`src/rtl/demux1_4_stream_if.sv`:
```
// rtl/demux1_4_stream_if.sv - producer and consumer signal bundle for the 1-to-4 stream distributor
interface demux1_4_stream_if #(
    parameter int WIDTH = 2,
    parameter int CNT_W = 8
);
    logic [WIDTH-1:0] din;
    logic [1:0]       sel;
    logic             in_valid;
    logic             in_ready;
    logic [WIDTH-1:0] dout0;
    logic [WIDTH-1:0] dout1;
    logic [WIDTH-1:0] dout2;
    logic [WIDTH-1:0] dout3;
    logic [3:0]       out_valid;
    logic [3:0]       out_ready;
    logic [CNT_W-1:0] cnt0;
    logic [CNT_W-1:0] cnt1;
    logic [CNT_W-1:0] cnt2;
    logic [CNT_W-1:0] cnt3;

    modport master (
        output din, sel, in_valid, out_ready,
        input  in_ready, dout0, dout1, dout2, dout3, out_valid,
        input  cnt0, cnt1, cnt2, cnt3
    );

    modport slave (
        input  din, sel, in_valid, out_ready,
        output in_ready, dout0, dout1, dout2, dout3, out_valid,
        output cnt0, cnt1, cnt2, cnt3
    );
endinterface

```
`src/rtl/demux1_4_stream.sv`:
```
// rtl/demux1_4_stream.sv - 1-to-4 stream distributor with one-entry output buffers and per-channel counters
module demux1_4_stream #(
    parameter int WIDTH = 2,
    parameter int CNT_W = 8
) (
    input logic              clk,
    input logic              rst,
    demux1_4_stream_if.slave bus
);
    logic [1:0]             ch;
    logic                   in_ready_c;
    logic                   accept;
    logic [3:0]             valid_q;
    logic [3:0]             valid_d;
    logic [3:0][WIDTH-1:0]  data_q;
    logic [3:0][WIDTH-1:0]  data_d;
    logic [3:0][CNT_W-1:0]  cnt_q;
    logic [3:0][CNT_W-1:0]  cnt_d;

    // Inverted select mapping shared with the 4:1 selector: 00->ch3 ... 11->ch0.
    assign ch         = ~bus.sel;
    assign in_ready_c = !rst && (!valid_q[ch] || bus.out_ready[ch]);
    assign accept     = bus.in_valid && in_ready_c;

    always_comb begin
        valid_d = valid_q & ~bus.out_ready;
        data_d  = data_q;
        cnt_d   = cnt_q;
        // A load overrides a drain on the same channel, giving one word per cycle.
        if (accept) begin
            valid_d[ch] = 1'b1;
            data_d[ch]  = bus.din;
            cnt_d[ch]   = cnt_q[ch] + CNT_W'(1);
        end
    end

    always_ff @(posedge clk) begin
        if (rst) begin
            valid_q <= '0;
            data_q  <= '0;
            cnt_q   <= '0;
        end else begin
            valid_q <= valid_d;
            data_q  <= data_d;
            cnt_q   <= cnt_d;
        end
    end

    assign bus.in_ready  = in_ready_c;
    assign bus.out_valid = valid_q;
    assign bus.dout0     = data_q[0];
    assign bus.dout1     = data_q[1];
    assign bus.dout2     = data_q[2];
    assign bus.dout3     = data_q[3];
    assign bus.cnt0      = cnt_q[0];
    assign bus.cnt1      = cnt_q[1];
    assign bus.cnt2      = cnt_q[2];
    assign bus.cnt3      = cnt_q[3];
endmodule

```
`src/flat_wrapper.sv`:
```
// flat-port wrapper written by rule: the top's interface ports become plain ports
module demux1_4_stream_flat 
#(
    parameter int WIDTH = 2,
    parameter int CNT_W = 8
)
  (clk, rst, bus_din, bus_sel, bus_in_valid, bus_out_ready, bus_in_ready, bus_dout0, bus_dout1, bus_dout2, bus_dout3, bus_out_valid, bus_cnt0, bus_cnt1, bus_cnt2, bus_cnt3);
  demux1_4_stream_if #(.WIDTH(WIDTH), .CNT_W(CNT_W)) bus_i ();
  input logic clk;
  input logic rst;
  input wire logic [$bits(bus_i.din)-1:0] bus_din;
  input wire logic [$bits(bus_i.sel)-1:0] bus_sel;
  input wire logic [$bits(bus_i.in_valid)-1:0] bus_in_valid;
  input wire logic [$bits(bus_i.out_ready)-1:0] bus_out_ready;
  output wire logic [$bits(bus_i.in_ready)-1:0] bus_in_ready;
  output wire logic [$bits(bus_i.dout0)-1:0] bus_dout0;
  output wire logic [$bits(bus_i.dout1)-1:0] bus_dout1;
  output wire logic [$bits(bus_i.dout2)-1:0] bus_dout2;
  output wire logic [$bits(bus_i.dout3)-1:0] bus_dout3;
  output wire logic [$bits(bus_i.out_valid)-1:0] bus_out_valid;
  output wire logic [$bits(bus_i.cnt0)-1:0] bus_cnt0;
  output wire logic [$bits(bus_i.cnt1)-1:0] bus_cnt1;
  output wire logic [$bits(bus_i.cnt2)-1:0] bus_cnt2;
  output wire logic [$bits(bus_i.cnt3)-1:0] bus_cnt3;
  assign bus_i.din = bus_din;
  assign bus_i.sel = bus_sel;
  assign bus_i.in_valid = bus_in_valid;
  assign bus_i.out_ready = bus_out_ready;
  assign bus_in_ready = bus_i.in_ready;
  assign bus_dout0 = bus_i.dout0;
  assign bus_dout1 = bus_i.dout1;
  assign bus_dout2 = bus_i.dout2;
  assign bus_dout3 = bus_i.dout3;
  assign bus_out_valid = bus_i.out_valid;
  assign bus_cnt0 = bus_i.cnt0;
  assign bus_cnt1 = bus_i.cnt1;
  assign bus_cnt2 = bus_i.cnt2;
  assign bus_cnt3 = bus_i.cnt3;
  demux1_4_stream #(.WIDTH(WIDTH), .CNT_W(CNT_W)) u_core (.clk(clk), .rst(rst), .bus(bus_i));
endmodule
```
`config.mk`:
```
export PLATFORM = sky130hd
export DESIGN_NAME = demux1_4_stream_flat
export DESIGN_NICKNAME = d
export VERILOG_FILES = /design/src/rtl/demux1_4_stream_if.sv /design/src/rtl/demux1_4_stream.sv /design/src/flat_wrapper.sv
export SDC_FILE = /design/constraint.sdc
export NUM_CORES = 1
export LEC_CHECK = 0
export ABC_AREA = 1
export BUFFER_PORTS_ARGS = -buffer_cell sky130_fd_sc_hd__buf_2
export CAP_MARGIN = 10
export CORE_ASPECT_RATIO = 0.6
export CORE_MARGIN = 4
export CORE_UTILIZATION = 40
export CTS_CLUSTER_DIAMETER = 100
export CTS_CLUSTER_SIZE = 30
export DETAILED_ROUTE_END_ITERATION = 10
export GPL_ROUTABILITY_DRIVEN = 0
export SLEW_MARGIN = 20
export SYNTH_ARGS = -nofsm -noshare
export SYNTH_HDL_FRONTEND = slang
export SYNTH_SLANG_ARGS = --single-unit
```
`constraint.sdc`:
```
create_clock -name clk -period 1.35 [get_ports clk]
set_input_delay 0.135 -clock clk [delete_from_list [all_inputs] [get_ports clk]]
set_output_delay 0.135 -clock clk [all_outputs]
set_load 0.01 [all_outputs]
```
==> summary.md, run 1 <==
| Metric | Value |
|---|---|
| Outcome | `finished with violations` |
| Violated checks | `setup timing` |
| P per Cell Area | `843 mW/mm^2` |
| Top cell type's share of synthesized area | `0.381` |
| Fin crit share | `1.05` |
| Critical Path, Cell by Cell | `nand2_1 > nand2_1 > nand2_1 > nand2_2 > buf_6 > inv_4 > nor2_4 > nand2_2 > nand2_4 > nand3_2 > nand2_1 > inv_1` |
| Slew Limit Fails | `0` |
| Post-Route WL | `7.16 mm` |
| CP Class | `register to register` |
| Synth Cell Area | `roughly 0.0023 mm^2` |
| Worst Hold Margin | `0.0985 ns` |
| Layout cells sized above 1 | `0.446` |
| Number of global-route vias before repair | `approximately 2200` |
| Pre-CTS setup slack | `-0.229 ns` |
| Final Hold Fails | `0` |
| F_max | `approximately 710 MHz` |
| Crit path max-delay family | `simple AND/OR/NAND/NOR gates` |
| Clock tree root buffer cell | `clkbuf_8` |
| Synthesis-to-finish area growth | `44.1%` |
| HPWL after detailed placement | `4.97 mm` |
| Crit start category | `register` |
| Hold Path Origin | `bus_out_ready[0]` |
| Clock Skews | `0.0149 ns` |
| Crit-path max cell delay | `0.34 ns` |
| I/O pins | `56` |
| Initial Util | `0.413` |
| Die boundary height | `between 60 and 70 um` |
| Final antenna-violating net count | `0` |
| First-pass GRT wire length | `around 11 mm` |
| Post-Synthesis Cells | `339` |
| Filler cells | `533` |
| Worst setup startpoint | `u_core.bus.cnt1[0]` |
| Count of state elements after synthesis | `44` |
| CORE AREA | `0.00560 mm^2` |
| Gr ovfl total | `0` |
| Total power | `2.81 mW` |
| Fin crit period | `1.41 ns` |
| Yosys warning count | `0` |
| FF+latch area | `about 900 um^2` |
| DR DRC count | `0` |
| Worst path required time | `1.57 ns` |
| Later-pin clock latency in the skew report | `a little over 0.3 ns` |
| # Max-Cap Violations | `0` |
| Synth Flop Type | `dfxtp_1` |
| Cell Rows | `21` |
| Pre-antenna DRT Iters | `4` |
| Setup violators final | `20` |
| Post-synth ARST share | `0` |
| Core Util, Final | `0.596` |
| Antenna cells | `0` |
| Slew @ Worst Pin | `between 0.4 and 0.5 ns` |
| Capture point of the worst reg-to-reg path | `u_core.bus.cnt1[7]` |
| CTS Sinks | `44` |
| Sequential fraction of the synthesis area | `0.381` |
| Horiz. Die Dim | `roughly 110 um` |
| Synth Net Count | `351` |
| Syn_area_per_cell | `6.82 um^2` |
| H-Tree Depth | `2` |
| Reg2reg path depth | `12` |
| Flop-to-flop setup slack | `-0.06 ns` |
| Synth area leader | `dfxtp_1` |
| Max clock buf depth | `2` |
| Crit end category | `register` |
| Largest net degree at the start of global routing | `34` |
| PortBufs | `55` |
| Hold Crit Class | `input port to register` |
| Slew HR | `0.683` |
| NumNets Final | `444` |
| Static leakage | `roughly 1.6 nW` |
| Die footprint | `0.00710 mm^2` |
| Most frequent cell after synthesis | `nand2_1` |
| Routed WL per cell | `about 14 um` |
| Total number of vias | `~2400` |
| Crit-path max FO | `4` |
| EDFF count, synth | `0` |
| Final worst setup slack | `-0.0644 ns` |
| Maximum VDD drop | `0.000398 V` |
| Crit-path slowest cell | `dfxtp_2` |
| Via/cell ratio | `roughly 4.7` |
| TritonCTS buffer count | `5` |
| Worst EP arrival | `1.64 ns` |
| Worst hold endpoint | `u_core.bus.out_valid[0]` |
| Clk pin slew, worst setup/hold paths | `0.10 ns` |
| RSZ-0062 raised after global routing | `true` |
| Worst r2r src | `u_core.bus.cnt1[0]` |
| Antenna violations before repair | `0` |
| Synth area leaders | `dfxtp_1 (38%), nand2_1 (23%), a21oi_1 (6.3%), inv_1 (5.0%), nand4_4 (3.7%)` |
| Most used cell, CP | `nand2_1` |
| Synth unique cells | `25` |
| Worst path bufs/invs | `3` |
| Footprint of the multi-input gates | `0.00139 mm^2` |
| GRT Total Usage | `0.211` |
| Hold Path Stages | `4` |
| Starting DRT DRC Count | `161` |
| CTS tree | `built` |
| Synth top cells by count | `nand2_1 (140), dfxtp_1 (44), inv_1 (31)` |
## logic make-up after synthesis
group,after synthesis,share of synthesized area
AO/OA/AOI/OAI,48,0.118
XOR/XNOR,3,0.0178
flip-flops,44,0.381
AND/OR/NAND/NOR,191,0.373
buffers and inverters,52,0.104
adder cells (fa/ha/maj),1,0.00541
## per-stage QoR
step / cells / cell area [um^2] / TNS (ns)
after floorplan: 339 / 2310 / 0
after global placement: 501 / 2910 / -4.01
after detailed placement: 501 / 2910 / -5.75
after CTS: 511 / 3110 / -0.0754
after global routing: 513 / 3330 / -4.09
final: 513 / 3330 / -0.606
## registers in the layout, indices dropped and copies added (netlist names)
signal	count
u_core.bus.dout1	2
u_core.bus.cnt3	8
u_core.bus.dout0	2
u_core.bus.cnt2	8
u_core.bus.cnt0	8
u_core.bus.out_valid	4
u_core.bus.dout3	2
u_core.bus.cnt1	8
u_core.bus.dout2	2
## worst reg2reg max path, cell delays in order (launching register included)
cell and delay, ns:
dfxtp_2 0.34, nand2_1 0.05, nand2_1 0.06, nand2_1 0.06
nand2_2 0.10, buf_6 0.11, inv_4 0.03, nor2_4 0.19
nand2_2 0.10, nand2_4 0.11, nand3_2 0.06, nand2_1 0.08
inv_1 0.04
## metal layers
metal / GRT usage / routed length, um / part of all wire / up-vias
met1: 0.307 / 3490 / 0.49 / 1072
met2: 0.285 / 2810 / 0.39 / 94
met5: 0 / 0 / 0 / -
met4: 0.0743 / 92 / 0.013 / 0
met3: 0.0687 / 778 / 0.11 / 11
li1: - / - / - / 1239
## cell type report
cell class,instances,area share
multi-input cells,243,0.416
clock inverters,3,0.0128
well taps,80,0.0300
flip-flops and latches,44,0.268
repair buffers,99,0.203
clock buffers,5,0.0206
inverters,39,0.0492
## repair_timing
item                       4_1_cts  5_1_grt
setup endpoints to repair       21       42
pin swaps                        8       14
gates resized for setup         25       54
hold buffers                     0        0
buffers inserted                 2        3
## power by group
group | switching (mW) | leakage [nW] | internal, mW
Clock | 0.500 | 0.0541 | 0.548
Sequential | 0.0233 | 0.361 | 1.33
Combinational | 0.247 | 1.22 | 0.160
## worst max path at each step
stage | endpoint | slack [ns] | cells after the start
floorplan | u_core.bus.cnt0[6] | 0.006 | 10
global placement | u_core.bus.cnt1[6] | -0.21 | 12
detailed placement | u_core.bus.cnt1[6] | -0.23 | 12
CTS | bus_in_ready | -0.02 | 7
global route | u_core.bus.cnt1[7] | -0.19 | 12
finish | u_core.bus.cnt1[7] | -0.06 | 12
## cells in the final DEF, fill, tap and decap left out
master / count
buf_4: 35
nor2_2: 3
inv_2: 4
clkbuf_8: 5
o21ai_0: 7
nand4_4: 4
clkinv_2: 1
nand3_4: 1
buf_6: 4
buf_12: 4
nand3_1: 7
nand2_2: 20
buf_8: 1
bufinv_16: 1
nand2_1: 122
nand3_2: 7
nor2_4: 1
o21bai_4: 1
a21oi_2: 20
inv_6: 1
dfxtp_2: 10
inv_1: 31
inv_4: 2
dfxtp_1: 34
buf_2: 55
xor2_2: 2
nor2_1: 19
inv_8: 1
o22ai_1: 1
a21oi_1: 17
ha_4: 1
xor2_4: 1
nand2_4: 7
o21ai_1: 2
clkinvlp_4: 1
(Power assumes the default switching activity.)
==> run 2, diff against run 1 <==
--- a/config.mk
+++ b/config.mk
@@ -10,7 +10,7 @@
 export CAP_MARGIN = 10
 export CORE_ASPECT_RATIO = 0.6
 export CORE_MARGIN = 4
-export CORE_UTILIZATION = 40
+export CORE_UTILIZATION = 35
 export CTS_CLUSTER_DIAMETER = 100
 export CTS_CLUSTER_SIZE = 30
 export DETAILED_ROUTE_END_ITERATION = 10
==> run 2 against run 1 <==
The run still ends with setup timing left. Sequential share of layout area up 0.44 points. Global-route usage fell by 3.3 points. Die area grew 13%. Non-clock buffer count rose by 2. First-iteration DRC count decreased by 14%. Critical path type unchanged. Critical endpoint is now u_core.bus.cnt0[7].
==> summary.md, run 2 (same netlist as run 1, synthesis figures left out) <==
| Metric | Value |
|---|---|
| CP Class | `register to register (unchanged)` |
| Total number of vias | `2434 (was 2416)` |
| Non-filler instance count after layout | `519 (was 513)` |
| Die footprint | `0.00802 mm^2 (was 0.00710 mm^2)` |
| Placed cells | `508 (was 501)` |
| Synthesis-to-finish area growth | `41.5% (was 44.1%)` |
| Final antenna-violating net count | `0 (unchanged)` |
| GR Util met1 | `0.270 (was 0.307)` |
| Gr ovfl total | `0 (unchanged)` |
| CORE AREA | `0.00625 mm^2 (was 0.00560 mm^2)` |
| Outcome | `finished with violations (unchanged)` |
| TritonCTS buffer count | `5 (unchanged)` |
| Later-pin clock latency in the skew report | `0.30 ns (was 0.31 ns)` |
| Number of global-route vias before repair | `2258 (was 2211)` |
| Placed cell areas | `0.00293 mm^2 (was 0.00291 mm^2)` |
| Hold Crit Class | `input port to register (unchanged)` |
| First-pass GRT wire length | `11.4 mm (was 11.5 mm)` |
| Slew @ Worst Pin | `0.431 ns (was 0.475 ns)` |
| Met2 usage | `0.250 (was 0.285)` |
| Total negative setup slack | `-0.217 ns (was -0.606 ns)` |
| Clock tree root buffer cell | `clkbuf_8 (unchanged)` |
| Flop-to-flop setup slack | `-0.04 ns (was -0.06 ns)` |
| I/O pins | `56 (unchanged)` |
| Top Usage Layer GRT | `met1 (unchanged)` |
| Hold Path Origin | `bus_out_ready[0] (unchanged)` |
| Leading cell type in the layout, fill and taps excluded | `nand2_1 (unchanged)` |
| Initial Util | `0.370 (was 0.413)` |
| H-Tree Depth | `2 (unchanged)` |
| Routed WL per cell | `13.8 um (was 14.0 um)` |
| DR DRC count | `0 (unchanged)` |
| Static leakage | `1.62 nW (was 1.64 nW)` |
| Max clock buf depth | `2 (unchanged)` |
| NumNets Final | `446 (was 444)` |
| Antenna cells | `0 (unchanged)` |
| Most frequent cells in the layout | `nand2_1 (134), buf_2 (55), buf_4 (37), dfxtp_1 (35), inv_1 (31) (was nand2_1 (122), buf_2 (55), buf_4 (35), dfxtp_1 (34), inv_1 (31))` |
| Clock network power share | `0.375 (was 0.373)` |
| Cell Rows | `22 (was 21)` |
| Largest net degree at the start of global routing | `34 (unchanged)` |
| CTS Sinks | `44 (unchanged)` |
| PortBufs | `55 (unchanged)` |
| Via/cell ratio | `4.69 (was 4.71)` |
| HPWL after detailed placement | `5.13 mm (was 4.97 mm)` |
| Fin crit period | `1.39 ns (was 1.41 ns)` |
| Crit start category | `register (unchanged)` |
| F_max | `719 MHz (was 707 MHz)` |
| P per Cell Area | `856 mW/mm^2 (was 843 mW/mm^2)` |
| # Max-Cap Violations | `0 (unchanged)` |
| Cell area after layout | `0.00327 mm^2 (was 0.00333 mm^2)` |
| Slew HR | `0.712 (was 0.683)` |
| Post-Route WL | `7.15 mm (was 7.16 mm)` |
| RSZ-0062 raised after global routing | `true (unchanged)` |
| GRT Total Usage | `0.178 (was 0.211)` |
| Horiz. Die Dim | `113 um (was 106 um)` |
| Capture point of the worst reg-to-reg path | `u_core.bus.cnt0[7] (was u_core.bus.cnt1[7])` |
| Crit-path max FO | `4 (unchanged)` |
| Pre-antenna DRT Iters | `5 (was 4)` |
| Logic pwr share | `0.142 (was 0.145)` |
| Worst r2r src | `u_core.bus.cnt3[0] (was u_core.bus.cnt1[0])` |
| Worst EP arrival | `1.60 ns (was 1.64 ns)` |
| Worst path required time | `1.56 ns (was 1.57 ns)` |
| CTS tree | `built (unchanged)` |
| Worst hold endpoint | `u_core.bus.out_valid[0] (unchanged)` |
| Violated checks | `setup timing (unchanged)` |
| Fin crit share | `1.03 (was 1.05)` |
| Sw Ratio | `0.270 (was 0.274)` |
| Clock Skews | `0.00950 ns (was 0.0149 ns)` |
| Maximum VDD drop | `0.000554 V (was 0.000398 V)` |
| Starting DRT DRC Count | `139 (was 161)` |
| Clk pin slew, worst setup/hold paths | `0.09 ns (was 0.10 ns)` |
| Hold Path Stages | `4 (unchanged)` |
| Setup violators final | `15 (was 20)` |
| Met3 usage in global routing | `0.0487 (was 0.0687)` |
| Crit end category | `register (unchanged)` |
| Pint | `2.05 mW (was 2.04 mW)` |
| Layout cells sized above 1 | `0.411 (was 0.446)` |
| Slew Limit Fails | `0 (unchanged)` |
| Seq pwr share | `0.483 (was 0.482)` |
| Pre-CTS setup slack | `-0.179 ns (was -0.229 ns)` |
| Switching pwr | `0.756 mW (was 0.771 mW)` |
| Antenna violations before repair | `0 (unchanged)` |
| Final Hold Fails | `0 (unchanged)` |
| Reg2reg path depth | `12 (unchanged)` |
| Final worst setup slack | `-0.0411 ns (was -0.0644 ns)` |
| Die boundary height | `71.0 um (was 66.9 um)` |
[run 2: cell count changes in the layout (fill, tap and decap cells not counted), sizes merged]
cell	change
buf	+2
clkinv	+1
clkinvlp	-1
[run 2: worst max path at each step]
stage	start	to	slack, ns	cells past startpoint
global route	u_core.bus.cnt1[1]	u_core.bus.cnt0[7]	-0.16	12
detailed placement	bus_sel[0]	u_core.bus.cnt0[5]	-0.18	14
global placement	bus_sel[0]	u_core.bus.cnt0[7]	-0.16	14
CTS	u_core.bus.cnt1[1]	u_core.bus.cnt0[6]	-0.03	9
finish	u_core.bus.cnt3[0]	u_core.bus.cnt0[7]	-0.04	12
floorplan	u_core.bus.cnt2[0]	u_core.bus.cnt0[6]	0.006	10
[run 2: cell type report]
class                           instances  area [um^2]
Fill cell                             631         2970
Multi-Input combinational cell        243         1320
Sequential cell                        44          892
Timing Repair Buffer                  101          674
Inverter                               39          164
Tap cell                               84          105
Clock buffer                            5         68.8
Clock inverter                          3         47.5
[run 2: timing repair]
action	in CTS	in global routing
pin swaps	9	9
setup buffers	1	2
setup endpoints to repair	21	43
hold buffers	0	0
resized for setup	20	43
[run 2: layer usage]
| layer | share of wire | routed length [um] |
|---|---|---|
| met1 | 0.49 | 3520 |
| met2 | 0.40 | 2880 |
| met3 | 0.097 | 695 |
| met4 | 0.0071 | 51 |
| met5 | 0 | 0 |
[run 2: critical path: stages (launching register included)]
cell     delay (ns)
dfxtp_2        0.35
nand2_2        0.04
nand2_1        0.06
nand2_1        0.06
nand2_2        0.09
buf_6          0.11
inv_4          0.04
nor2_4         0.17
nand2_2        0.10
nand2_4        0.10
nand3_2        0.07
nand2_1        0.07
inv_1          0.03
[run 2: power by group through the flow]
stage	clock (mW)	sequential, mW	combinational (mW)
floorplan	0	1.40	0.191
global placement	0	1.38	0.362
detailed placement	0	1.38	0.365
CTS	1.07	1.35	0.374
global route	1.11	1.36	0.439
finish	1.05	1.35	0.397
[run 2: through the flow]
stage	total power, mW	hold WS [ns]	util
final	2.80	0.0958	0.524
after global placement	1.74	0.417	0.470
after CTS	2.80	0.0848	0.500
after floorplan	1.59	0.278	-
after detailed placement	1.75	0.415	0.470
after global routing	2.91	0.107	0.524
